## config.mk

```make
export PLATFORM = sky130hd
export DESIGN_NAME = num_sched
export DESIGN_NICKNAME = d
export VERILOG_FILES = /design/src/rtl/forthsuper_pkg.sv /design/src/rtl/num_acc.sv /design/src/rtl/num_sched.sv
export SDC_FILE = /design/constraint.sdc
export NUM_CORES = 1
export LEC_CHECK = 0
export BUFFER_PORTS_ARGS = -buffer_cell sky130_fd_sc_hd__buf_2
export CORE_MARGIN = 1.5
export CORE_UTILIZATION = 45
export CTS_CLUSTER_SIZE = 10
export DETAILED_ROUTE_END_ITERATION = 12
export HOLD_SLACK_MARGIN = 0.08
export PLACE_DENSITY = 0.67
export REMOVE_ABC_BUFFERS = 1
export SLEW_MARGIN = 30
export SYNTH_ARGS = -nofsm -noshare
export SYNTH_HDL_FRONTEND = slang
export SYNTH_HIERARCHICAL = 1
export SYNTH_SLANG_ARGS = --single-unit
```

## constraint.sdc

```tcl
create_clock -name clk -period 8.1 [get_ports clk]
set_clock_uncertainty 0.1 [all_clocks]
set_input_delay 1.62 -clock clk [delete_from_list [all_inputs] [get_ports clk]]
set_output_delay 1.62 -clock clk [all_outputs]
set_load 0.02 [all_outputs]
```

## src/rtl/forthsuper_pkg.sv

```systemverilog
// Shared types and helpers for the number-conversion path of the outer interpreter.
// Build option FORTHSUPER_NUM_OVF_EN (see num_acc) does not change anything in here.
package forthsuper_pkg;

  typedef enum logic [1:0] {IDLE, FETCH, CHK, FIN} num_sched_st;

  localparam logic [7:0] CH_MINUS  = 8'h2d;
  localparam logic [7:0] CH_DOLLAR = 8'h24;
  localparam logic [4:0] DIG_NA    = 5'b10000;

  // Letters share a low nibble layout: 'a'/'A' end in 1, so value = nibble + 9.
  function automatic logic [4:0] digit_val(input logic [7:0] ch);
    if (ch >= 8'h30 && ch <= 8'h39)
      return {1'b0, ch[3:0]};
    else if ((ch >= 8'h61 && ch <= 8'h66) || (ch >= 8'h41 && ch <= 8'h46))
      return {1'b0, ch[3:0]} + 5'd9;
    else
      return DIG_NA;
  endfunction

endpackage

```

## src/rtl/num_acc.sv

```systemverilog
// Digit accumulator: acc <= acc*base + d. With FORTHSUPER_NUM_OVF_EN defined it also
// raises a sticky ovf when the true result leaves the signed range for the current sign.
module num_acc
  import forthsuper_pkg::*;
#(
  parameter int DSZ = 32
) (
  input  logic           clk,
  input  logic           clr,
  input  logic           step,
  input  logic           hex,
  input  logic [3:0]     d,
`ifdef FORTHSUPER_NUM_OVF_EN
  input  logic           neg,
  output logic           ovf,
`endif
  output logic [DSZ-1:0] acc
);

`ifdef FORTHSUPER_NUM_OVF_EN
  localparam int WW = DSZ + 5;
  logic [WW-1:0] base, prod, limit;

  assign base  = hex ? WW'(16) : WW'(10);
  assign prod  = WW'(acc) * base + WW'(d);
  // A negative number may reach one step further than a positive one.
  assign limit = neg ? (WW'(1) << (DSZ-1)) : ((WW'(1) << (DSZ-1)) - WW'(1));

  always_ff @(posedge clk) begin
    if (clr) begin
      acc <= '0;
      ovf <= 1'b0;
    end else if (step) begin
      acc <= prod[DSZ-1:0];
      if (prod > limit) ovf <= 1'b1;
    end
  end
`else
  logic [DSZ-1:0] base, prod;

  assign base = hex ? DSZ'(16) : DSZ'(10);
  assign prod = acc * base + DSZ'(d);

  always_ff @(posedge clk) begin
    if (clr)       acc <= '0;
    else if (step) acc <= prod;
  end
`endif

endmodule

```

## src/rtl/num_sched.sv

```systemverilog
// Round-robin scheduler for the shared string-to-integer path: fetches one character
// per two cycles, feeds num_acc, reports result/err on done. Honours FORTHSUPER_NUM_OVF_EN.
module num_sched
  import forthsuper_pkg::*;
#(
  parameter int NREQ = 2,
  parameter int ASZ  = 17,
  parameter int DSZ  = 32,
  parameter int LSZ  = 8
) (
  input  logic                clk,
  input  logic                rst_n,
  input  logic [NREQ-1:0]     req,
  input  logic [NREQ*ASZ-1:0] addr_i,
  input  logic [NREQ*LSZ-1:0] len_i,
  input  logic [NREQ-1:0]     hex_i,
  output logic [NREQ-1:0]     gnt,
  output logic [NREQ-1:0]     done,
  output logic                err,
  output logic [DSZ-1:0]      vo,
  output logic [ASZ-1:0]      mb_ai,
  output logic                mb_re,
  input  logic [7:0]          mb_vo
);

  localparam int PW = (NREQ > 1) ? $clog2(NREQ) : 1;

  num_sched_st     st, st_n;
  logic [NREQ-1:0] gnt_q;
  logic [PW-1:0]   gidx, ptr, sel;
  logic            sel_vld, own;
  logic [ASZ-1:0]  addr_q;
  logic [LSZ-1:0]  len_q;
  logic            hex_q, neg_q, first_q, err_q, err_fin;
  logic [DSZ-1:0]  vo_q, acc, res;
  logic [4:0]      dv;
  logic            is_neg, is_pfx, is_dig, adv, last;
  logic            acc_clr, acc_step;

  logic [ASZ-1:0] addr_a [NREQ];
  logic [LSZ-1:0] len_a  [NREQ];

  for (genvar r = 0; r < NREQ; r++) begin : g_unpk
    assign addr_a[r] = addr_i[r*ASZ +: ASZ];
    assign len_a[r]  = len_i[r*LSZ +: LSZ];
  end

  // Scan from ptr upward; descending loop so the nearest requester wins.
  always_comb begin
    sel_vld = 1'b0;
    sel     = '0;
    for (int i = NREQ-1; i >= 0; i--) begin
      int k;
      k = int'(ptr) + i;
      if (k >= NREQ) k = k - NREQ;
      if (req[PW'(k)]) begin
        sel_vld = 1'b1;
        sel     = PW'(k);
      end
    end
  end

  assign own    = req[gidx];
  assign dv     = digit_val(mb_vo);
  assign is_neg = first_q && (mb_vo == CH_MINUS);
  assign is_pfx = first_q && (mb_vo == CH_DOLLAR);
  assign is_dig = dv < (hex_q ? 5'd16 : 5'd10);
  assign adv    = is_neg || is_pfx || is_dig;
  assign last   = (len_q == LSZ'(1));

  always_ff @(posedge clk) begin
    if (!rst_n) st <= IDLE;
    else        st <= st_n;
  end

  always_comb begin
    st_n     = st;
    acc_clr  = 1'b0;
    acc_step = 1'b0;
    case (st)
      IDLE:
        if (sel_vld) begin
          acc_clr = 1'b1;
          st_n    = (len_a[sel] == '0) ? FIN : FETCH;
        end
      FETCH: st_n = own ? CHK : IDLE;
      CHK:
        if (!own) st_n = IDLE;
        else begin
          acc_step = is_dig;
          st_n     = (!adv || last) ? FIN : FETCH;
        end
      FIN:     st_n = IDLE;
      default: st_n = IDLE;
    endcase
  end

  always_ff @(posedge clk) begin
    if (!rst_n) begin
      gnt_q   <= '0;
      gidx    <= '0;
      ptr     <= '0;
      addr_q  <= '0;
      len_q   <= '0;
      hex_q   <= 1'b0;
      neg_q   <= 1'b0;
      first_q <= 1'b0;
      err_q   <= 1'b0;
      vo_q    <= '0;
    end else begin
      vo_q <= vo;
      case (st)
        IDLE:
          if (sel_vld) begin
            gnt_q   <= NREQ'(1) << sel;
            gidx    <= sel;
            ptr     <= (int'(sel) == NREQ-1) ? '0 : sel + PW'(1);
            addr_q  <= addr_a[sel];
            len_q   <= len_a[sel];
            hex_q   <= hex_i[sel];
            neg_q   <= 1'b0;
            first_q <= 1'b1;
            err_q   <= (len_a[sel] == '0);
          end
        FETCH: if (!own) gnt_q <= '0;
        CHK:
          if (!own) gnt_q <= '0;
          else begin
            if (adv) begin
              addr_q  <= addr_q + ASZ'(1);
              len_q   <= len_q - LSZ'(1);
              first_q <= 1'b0;
            end
            if (is_neg) neg_q <= 1'b1;
            if (is_pfx) hex_q <= 1'b1;
            // A lone sign or prefix ending the token is not a number either.
            if (!adv || ((is_neg || is_pfx) && last)) err_q <= 1'b1;
          end
        FIN:     gnt_q <= '0;
        default: gnt_q <= '0;
      endcase
    end
  end

`ifdef FORTHSUPER_NUM_OVF_EN
  logic ovf;
  num_acc #(.DSZ(DSZ)) u_acc (
    .clk(clk), .clr(acc_clr), .step(acc_step), .hex(hex_q), .d(dv[3:0]),
    .neg(neg_q), .ovf(ovf), .acc(acc)
  );
  assign err_fin = err_q | ovf;
`else
  num_acc #(.DSZ(DSZ)) u_acc (
    .clk(clk), .clr(acc_clr), .step(acc_step), .hex(hex_q), .d(dv[3:0]),
    .acc(acc)
  );
  assign err_fin = err_q;
`endif

  assign res   = neg_q ? -acc : acc;
  assign gnt   = gnt_q;
  assign done  = (st == FIN) ? gnt_q : '0;
  assign err   = (st == FIN) && err_fin;
  assign vo    = ((st == FIN) && !err_fin) ? res : vo_q;
  assign mb_re = (st == FETCH);
  assign mb_ai = mb_re ? addr_q : '0;

endmodule

```

==> metrics.md, run 1 <==
| Metric | Value |
|---|---|
| Status | finished, final reports clean |
| Total GRT Usage | 0.229 |
| Clock power share | 0.365 |
| Setup WS post-layout | 2600 ps |
| Fin crit period | 5500 ps |
| Share of cells above drive strength 1 | 0.135 |
| Top_reg_cell synth | dfxtp_1 |
| Seq pwr share | 0.438 |
| Setup violations, final | 0 |
| WS Path Type | in2reg |
| Max-Slew Margin vs Limit | 0.401 |
| Final hold vios | 0 |
| Yosys synthesis warning count | 6 |
| FP Rows | 52 |
| CTS tree | built |
| DP Area | 10100 um2 |
| Vias in the first global route | 8203 |
| FFs w/ async S/R, synth | 0 |
| Synth Instances | 1223 |
| Combinational Power Share | 0.197 |
| HP Class | reg2reg |
| Worst skew pair latency | 360 ps |
| PwrDens | 117 nW/um2 |
| Post-Syn Area per Cell | 7.71 um2 |
| Unrepaired setup endpoints after global routing | no |
| Routed vias | 8807 |
| Sequential area share after synthesis | 0.210 |
| Total die area | 21800 um2 |
| Initial Utilization | 0.463 |
| Placeable Area | 20400 um2 |
| Root Buffer Master | clkbuf_16 |
| Clock buffer depth | 2 |
| Fmax | 182 MHz |
| Final instance area | 10400 um2 |
| CP Launch Type | input port |
| Post-synth top area share | 0.210 |
| Most frequent cells after synthesis | 146 x nand2_1, 99 x dfxtp_1, 99 x inv_1, 93 x ha_1, 89 x nor2_1 |
| Clock-pin slew on the worst setup and hold paths | 70 ps |
| Min Hold Slack | 373 ps |
| Die width | 148 um |
| FF+latch count, synth | 99 |
| Util after Layout | 0.513 |
| Antenna Violating Nets Remaining | 0 |
| Worst Max-Slew Pin Slew | 899 ps |
| R2r startpoint | hex_q$_SDFFE_PN0P_ |
| Setup bufs post-CTS | 0 |
| Port Buffers | 118 |
| Post-CTS sizing | 0 |
| HPWL after detailed placement | 18.8 mm |
| Critical Path End Type | flop |
| Die Ht | 148 um |
| Number of diodes | 0 |
| I/O pin count | 119 |
| Cell Count, Final, Fillers Out | 1578 |
| Post-Route WL | 24.9 mm |
| First DRT Iteration DRCs | 736 |
| Worst EP required | 8300 ps |
| Max-cap violation count | 0 |
| Post-layout nets | 1488 |
| # H-tree levels | 3 |
| Area leader, netlist | dfxtp_1 |
| First-pass DRT Iterations | 6 |
| Main area contributors after synthesis | dfxtp_1 21%, ha_1 12%, fa_1 5.9%, nand2_1 5.8%, and2_1 4.6% |
| CTS hold repair buffers | 0 |
| Fin Setup TNS | 0 ps |
| DR WL/cell | 15.8 um |
| Hold Path Origin | len_q[7]$_SDFFE_PN0P_ |
| Switching power | 382 uW |
| Top-count cell post-synth | nand2_1 |
| Mapped cell area | 9430 um2 |
| Area growth syn-to-layout | 10.7% |
| Via-per-instance ratio | 5.58 |
| Crit path DAT | 5700 ps |
| Total gr overflow | 0 |
| Internal | 843 uW |
| Switching Fraction | 0.312 |
| TritonCTS Buffers | 9 |
| Crit path launch | mb_vo[1] |
| Residual DRC | 0 |
| Gp weighted congestion | 0.890 |
| First-pass GRT wire length | 40.9 mm |
| Largest net degree at the start of global routing | 64 |
| Static leakage | 5.02 nW |
| Reg2Reg Depth | 14 |
| Fin. max-slew vios | 0 |
| Worst hold stages | 2 |
| Fin crit share | 0.679 |
| CP max FO | 6 |
| Design Power | 1.22 mW |
| Layout fillers | 1992 |
| Antenna violations before repair | 0 |
| Peak VDD IR | 90.3 uV |
| Post-Place Worst Slack | 2270 ps |
| Number of synthesized flops with an enable pin | 0 |
| Clock tree sinks | 99 |
| Cells after DPL | 1562 |
| Synth unique cells | 86 |
-- layer usage --
metal	GRT usage	vias to the layer above	wire, um
li1	-	4413	-
met1	0.317	4076	11800
met2	0.377	292	11100
met3	0.0238	26	1620
met4	0.0670	0	413
met5	0	-	0
-- logic make-up after synthesis --
group | after synthesis | synth area share
simple gates | 458 | 0.246
compound gates | 303 | 0.211
buf+inv | 162 | 0.0735
fa+ha+maj | 121 | 0.183
flops | 99 | 0.210
xor+xnor | 55 | 0.0511
mux | 23 | 0.0248
other cells | 2 | 0.000797
-- registers in the layout, summed over array words and instances, names as in the netlist --
| register | cells |
|---|---|
| first_q | 1 |
| neg_q | 1 |
| hex_q | 1 |
| err_fin | 1 |
| addr_q | 17 |
| u_acc/acc | 32 |
| len_q | 8 |
| gnt | 2 |
| ptr | 1 |
| vo_q | 32 |
| st | 2 |
| gidx | 1 |
-- final timing paths --
path	end	slack (ps)
worst min register to register	len_q[7]$_SDFFE_PN0P_	370
worst max register to register	u_acc/acc[24]$_SDFFE_PP0P_	3600
worst max-delay path	u_acc/acc[29]$_SDFFE_PP0P_	2600
worst min-delay path	len_q[7]$_SDFFE_PN0P_	370
-- critical path: stages --
cell	delay [ps]
buf_2	130
inv_1	70
ha_1	220
nor3b_1	160
nor3b_2	340
a21o_1	170
ha_1	240
ha_1	290
ha_1	270
ha_1	240
fa_1	440
a211oi_2	310
o21ai_1	180
nand4_1	130
and3_2	250
nor4_1	80
or4_1	460
nand3_1	70
-- placed cells by master (no fill, tap or decap), types with 7 or more instances in the layout --
cell type  Yosys  layout
o21bai_1       9       9
nor2_1        89      89
and2_1        69      69
buf_4          6       8
fa_1          28      28
a211oi_1      11      10
o21ai_0       56      56
clkbuf_16      0       9
mux2i_1       20      20
nand3_1       18      18
dfxtp_1       99      99
nand2b_1      16      15
inv_1         99      99
nor3_1        20      20
a31oi_1       17      17
xnor2_1       23      23
xor2_1        32      32
and3_1        15      15
nor4_1        10      10
nand4_1       14      14
a21oi_1       79      79
o22ai_1       15      15
nor2b_1       27      27
o31ai_1       16      16
a21o_1        13      13
nand2_1      146     146
o21ai_1       17      17
buf_2          4     118
o21a_1         7       7
conb_1         2       8
ha_1          93      93
-- power groups by stage --
stage / sequential, mW / combinational (mW) / clock, mW
after detailed placement: 0.546 / 0.239 / 0
final: 0.536 / 0.242 / 0.447
after floorplan: 0.545 / 0.157 / 0
after global placement: 0.546 / 0.236 / 0
after global routing: 0.540 / 0.270 / 0.475
after CTS: 0.535 / 0.241 / 0.457
-- area by class of cell --
class | instances | area [um2] | area share
clock inverters | 7 | 76.3 | 0.00731
clock buffers | 9 | 225 | 0.0216
repair buffers | 126 | 651 | 0.0623
multi-input cells | 968 | 6800 | 0.651
well taps | 270 | 338 | 0.0324
flip-flops and latches | 99 | 1980 | 0.190
inverters | 99 | 372 | 0.0356
Power figures use the tool's default switching activity.
==> inputs of run 2 (changes only) <==
Settings changed: PLACE_DENSITY 0.67 to 0.69.
Clock period 8.1 ns to 5 ns, I/O delays scaled along.
==> run 2 against run 1 <==
Final cell count rose by 1.0%. Critical path depth fell by 2. Clock power rose by 66%. Core utilization rose by 0.64 points. Die area did not move. Cell area rose by 1.2%. Via count rose by 0.75%. First-iteration DRC count fell by 18%. Combinational power rose by 66%. Non-clock buffer count rose by 16. Critical path type unchanged.
==> metrics.md, run 2 (synthesis results as in run 1) <==
| Metric | Value |
|---|---|
| HP Class | reg2reg |
| Residual DRC | 0 |
| Port Buffers | 118 |
| Post-layout nets | 1504 |
| Clock buffer depth | 2 |
| Via-per-instance ratio | 5.57 |
| Crit path launch | mb_vo[7] |
| CP max FO | 4 |
| FP Rows | 52 |
| Post-CTS sizing | 0 |
| First-pass GRT wire length | 40.7 mm |
| Hold Path Origin | len_q[7]$_SDFFE_PN0P_ |
| Hold endpoint | len_q[7]$_SDFFE_PN0P_ |
| DP Area | 10300 um2 |
| Fin crit period | 4780 ps |
| R2r startpoint | hex_q$_SDFFE_PN0P_ |
| Area growth syn-to-layout | 12.1% |
| Top flop regs | u_acc/acc x32, vo_q x32, addr_q x17 |
| Static leakage | 5.10 nW |
| Clock tree sinks | 99 |
| Total gr overflow | 0 |
| Worst hold stages | 2 |
| Antenna violations before repair | 0 |
| # H-tree levels | 3 |
| First DRT Iteration DRCs | 605 |
| R2r setup slk | 640 ps |
| Worst EP required | 5190 ps |
| Max-Slew Margin vs Limit | 0.415 |
| Reg2Reg Depth | 15 |
| Final instance area | 10600 um2 |
| Worst Max-Slew Pin Slew | 877 ps |
| Seq pwr share | 0.434 |
| First-pass DRT Iterations | 6 |
| Clock power share | 0.367 |
| Total die area | 21800 um2 |
| Unrepaired setup endpoints after global routing | no |
| Status | finished, final reports clean |
| DR WL/cell | 15.7 um |
| Vias in the first global route | 8397 |
| Total GRT Usage | 0.229 |
| Routed vias | 8873 |
| Peak VDD IR | 185 uV |
| Gp weighted congestion | 0.918 |
| Setup violations, final | 0 |
| Clock-pin slew on the worst setup and hold paths | 80 ps |
| Fmax | 209 MHz |
| CTS hold repair buffers | 0 |
| Most common library cell in the layout ignoring fill and taps | nand2_1 |
| WS Path Type | in2reg |
| Cells after DPL | 1578 |
| PwrDens | 191 nW/um2 |
| Most frequent cells in the layout | 146 x nand2_1, 118 x buf_2, 99 x inv_1 |
| Internal | 1.38 mW |
| Critical Path End Type | flop |
| Initial Utilization | 0.463 |
| CP Launch Type | input port |
| Antenna Violating Nets Remaining | 0 |
| Max-cap violation count | 0 |
| Fin crit share | 0.955 |
| Root Buffer Master | clkbuf_16 |
| Share of cells above drive strength 1 | 0.147 |
| Placeable Area | 20400 um2 |
| I/O pin count | 119 |
| CTS tree | built |
| Die Ht | 148 um |
| HPWL after detailed placement | 19.0 mm |
| Switching power | 633 uW |
| Largest net degree at the start of global routing | 59 |
| Final hold vios | 0 |
| Fin. max-slew vios | 0 |
| Worst skew pair latency | 360 ps |
| Combinational Power Share | 0.199 |
| Setup bufs post-CTS | 0 |
| Die width | 148 um |
| Post-Route WL | 25.0 mm |
| TritonCTS Buffers | 9 |
| Crit path DAT | 4970 ps |
| Number of diodes | 0 |
| Switching Fraction | 0.314 |
| Cell Count, Final, Fillers Out | 1594 |
| Worst R2R End | u_acc/acc[24]$_SDFFE_PP0P_ |
run 2: critical path, stage by stage:
cell and delay, ps:
buf_2 100, or4bb_1 540, a21oi_2 140, a21o_1 180
ha_1 240, ha_1 300, ha_1 280, ha_1 230
fa_1 420, a211oi_2 340, o21ai_1 190, nand4_1 140
and3_2 250, nor4_1 80, or4_1 470, nand3_1 80
run 2: layer usage:
metal	track usage	part of all wire	up-vias
li1	-	-	4439
met2	0.382	0.45	317
met5	0	0	-
met4	0.0690	0.019	0
met1	0.303	0.46	4088
met3	0.0373	0.070	29
run 2: worst max path at each step:
stage / end / slack (ps) / cells after the start
after floorplan: u_acc/acc[29]$_SDFFE_PP0P_ / -820 / 10
after global placement: u_acc/acc[29]$_SDFFE_PP0P_ / 7 / 15
after detailed placement: u_acc/acc[29]$_SDFFE_PP0P_ / -50 / 17
after CTS: u_acc/acc[29]$_SDFFE_PP0P_ / 280 / 16
after global routing: u_acc/acc[31]$_SDFFE_PP0P_ / 40 / 16
final: u_acc/acc[29]$_SDFFE_PP0P_ / 220 / 16
run 2: layout make-up:
class,instances,area [um2]
Fill cell,1964,9800
Multi-Input combinational cell,968,6800
Sequential cell,99,1980
Timing Repair Buffer,142,771
Inverter,99,372
Tap cell,270,338
Clock buffer,9,225
Clock inverter,7,83.8
run 2: stage by stage:
step                      hold slack [ps]   util  power (mW)  setup slack, ps  setup TNS, ps
after floorplan                       350      -        1.14             -824         -10290
after global placement                361  0.503        1.28             6.64              0
after detailed placement              373  0.504        1.29            -52.1          -52.1
after CTS                             383  0.519        2.03              277              0
after global routing                  395  0.519        2.12             35.9              0
final                                 377  0.519        2.02              224              0
run 2: power by group through the flow:
| stage | Clock (mW) | Sequential, mW | Combinational [mW] |
|---|---|---|---|
| after detailed placement | 0 | 0.893 | 0.397 |
| after global placement | 0 | 0.891 | 0.391 |
| after global routing | 0.789 | 0.883 | 0.446 |
| final | 0.740 | 0.876 | 0.402 |
| after CTS | 0.759 | 0.875 | 0.399 |
| after floorplan | 0 | 0.883 | 0.254 |
==> inputs of run 3 (changes only) <==
==> constraint.sdc (replaced) <==
create_clock -name clk -period 5 [get_ports clk]
set_clock_uncertainty 0.1 [all_clocks]
set_input_delay 0.25 -clock clk [delete_from_list [all_inputs] [get_ports clk]]
set_output_delay 0.25 -clock clk [all_outputs]
set_load 0.02 [all_outputs]
==> run 3 against run 2 <==
Sequential power barely moved. Maximum frequency rose by 14%. Non-clock buffer count fell by 12. First-iteration DRC count rose by 7.4%. Final cell count fell by 0.69%. Routed wire length fell by 0.98%. Cell area fell by 0.78%. Combinational power fell by 4%. Die area did not move. Critical path type unchanged.
==> metrics.md, run 3 (synthesis results as in run 1) <==
| Metric | Value |
|---|---|
| Clock tree sinks | 99 |
| Setup violations, final | 0 |
| TritonCTS Buffers | 9 |
| CP delay by family, top | adder cells |
| Worst EP required | 5200 ps |
| WS Path Type | in2reg |
| CTS hold repair buffers | 1 |
| CP max FO | 6 |
| Routed vias | 8812 |
| Fin crit period | 4180 ps |
| Total die area | 21800 um2 |
| Die width | 148 um |
| First-pass GRT wire length | 41.2 mm |
| Crit path DAT | 4370 ps |
| Die Ht | 148 um |
| Share of cells above drive strength 1 | 0.137 |
| Largest net degree at the start of global routing | 59 |
| HPWL after detailed placement | 18.9 mm |
| I/O pin count | 119 |
| Worst skew pair latency | 350 ps |
| Max-cap violation count | 0 |
| Clock buffer depth | 2 |
| Fin. max-slew vios | 0 |
| Design Power | 2.01 mW |
| Post-CTS sizing | 0 |
| Layout fillers | 1928 |
| Vias in the first global route | 8249 |
| Placeable Area | 20400 um2 |
| Antenna Violating Nets Remaining | 0 |
| PwrDens | 192 nW/um2 |
| HP Class | in2reg |
| Unrepaired setup endpoints after global routing | no |
| Critical Path End Type | flop |
| Area growth syn-to-layout | 11.2% |
| CP peak stage delay | 470 ps |
| First-pass DRT Iterations | 7 |
| Initial Utilization | 0.463 |
| Worst-path cell chain | buf_2 > inv_1 > ha_1 > nor3b_1 > nor3b_2 > a21o_1 > ha_1 > ha_1 > ha_1 > ha_1 > fa_1 > a211oi_2 > o21ai_1 > nand4_1 > and3_2 > nor4_1 > or4_1 > nand3_1 |
| Total gr overflow | 0 |
| CP bufs+invs | 2 |
| Post-Route WL | 24.8 mm |
| Cell mode on critical path | ha_1 |
| Post-Place Worst Slack | 469 ps |
| Total GRT Usage | 0.230 |
| Worst Max-Slew Pin Slew | 872 ps |
| Most common library cell in the layout ignoring fill and taps | nand2_1 |
| DR WL/cell | 15.6 um |
| Antenna violations before repair | 1 |
| Port Buffers | 118 |
| Status | finished, final reports clean |
| Peak VDD IR | 175 uV |
| First DRT Iteration DRCs | 650 |
| Most frequent cells in the layout | 146 x nand2_1, 118 x buf_2, 99 x inv_1 |
| Top flop regs | u_acc/acc x32, vo_q x32, addr_q x17 |
| Final hold vios | 0 |
| CTS tree | built |
| Critical path's slowest cell | or4_1 |
| Setup bufs post-CTS | 0 |
| Fmax | 240 MHz |
| Max-Slew Margin vs Limit | 0.418 |
| Fin crit share | 0.835 |
| Post-layout nets | 1492 |
| FP Rows | 52 |
| Residual DRC | 0 |
| Gp weighted congestion | 0.871 |
| Root Buffer Master | clkbuf_16 |
| Static leakage | 5.05 nW |
| Setup WS post-layout | 825 ps |
| Via-per-instance ratio | 5.57 |
| CP Launch Type | input port |
| Clock-pin slew on the worst setup and hold paths | 70 ps |
| # H-tree levels | 3 |
[run 3: report_power, final]
part           internal [mW]  switching, mW  leakage (nW)
logic                  0.151          0.233          4.09
clock network          0.418          0.328         0.152
registers              0.825         0.0527         0.804
total                   1.39          0.614          5.05
[run 3: path summary, 6_finish.rpt]
| check | start | end | depth (start not counted) | slack (ps) |
|---|---|---|---|---|
| setup / recovery | mb_vo[1] | u_acc/acc[29]$_SDFFE_PP0P_ | 18 | 820 |
| hold / removal | hex_i[0] | hex_q$_SDFFE_PN0P_ | 3 | 100 |
| setup reg to reg | hex_q$_SDFFE_PN0P_ | u_acc/acc[20]$_SDFFE_PP0P_ | 14 | 830 |
| hold reg to reg | len_q[7]$_SDFFE_PN0P_ | len_q[7]$_SDFFE_PN0P_ | 2 | 380 |
[run 3: stage by stage]
step | hold slack, ps | cell area (um2) | std cells | util | TNS (ps)
floorplan | 272 | 9130 | 1166 | - | -372
global placement | 363 | 10200 | 1565 | 0.499 | 0
detailed placement | 373 | 10200 | 1565 | 0.499 | 0
CTS | 85.4 | 10500 | 1582 | 0.515 | 0
global route | 115 | 10500 | 1583 | 0.515 | 0
finish | 104 | 10500 | 1583 | 0.515 | 0
[run 3: worst min-delay path, delay by kind of cell]
family                 cells  cell delay [ps]
buffers and inverters      1              110
AO/OA/AOI/OAI              1              100
AND/OR/NAND/NOR            1               50
[run 3: layout make-up]
cell class	count	area (um2)	share of cell area
diodes	1	2.50	0.000239
clock buffers	11	253	0.0241
clock inverters	5	60.1	0.00573
inverters	99	372	0.0354
multi-input cells	968	6800	0.648
flip-flops and latches	99	1980	0.189
well taps	270	338	0.0322
repair buffers	130	683	0.0651
[run 3: metal layers]
layer	routed length, um	up-vias	GRT usage
li1	-	4417	-
met1	11800	4114	0.319
met2	11300	250	0.377
met3	1350	31	0.0290
met4	352	0	0.0590
met5	0	-	0
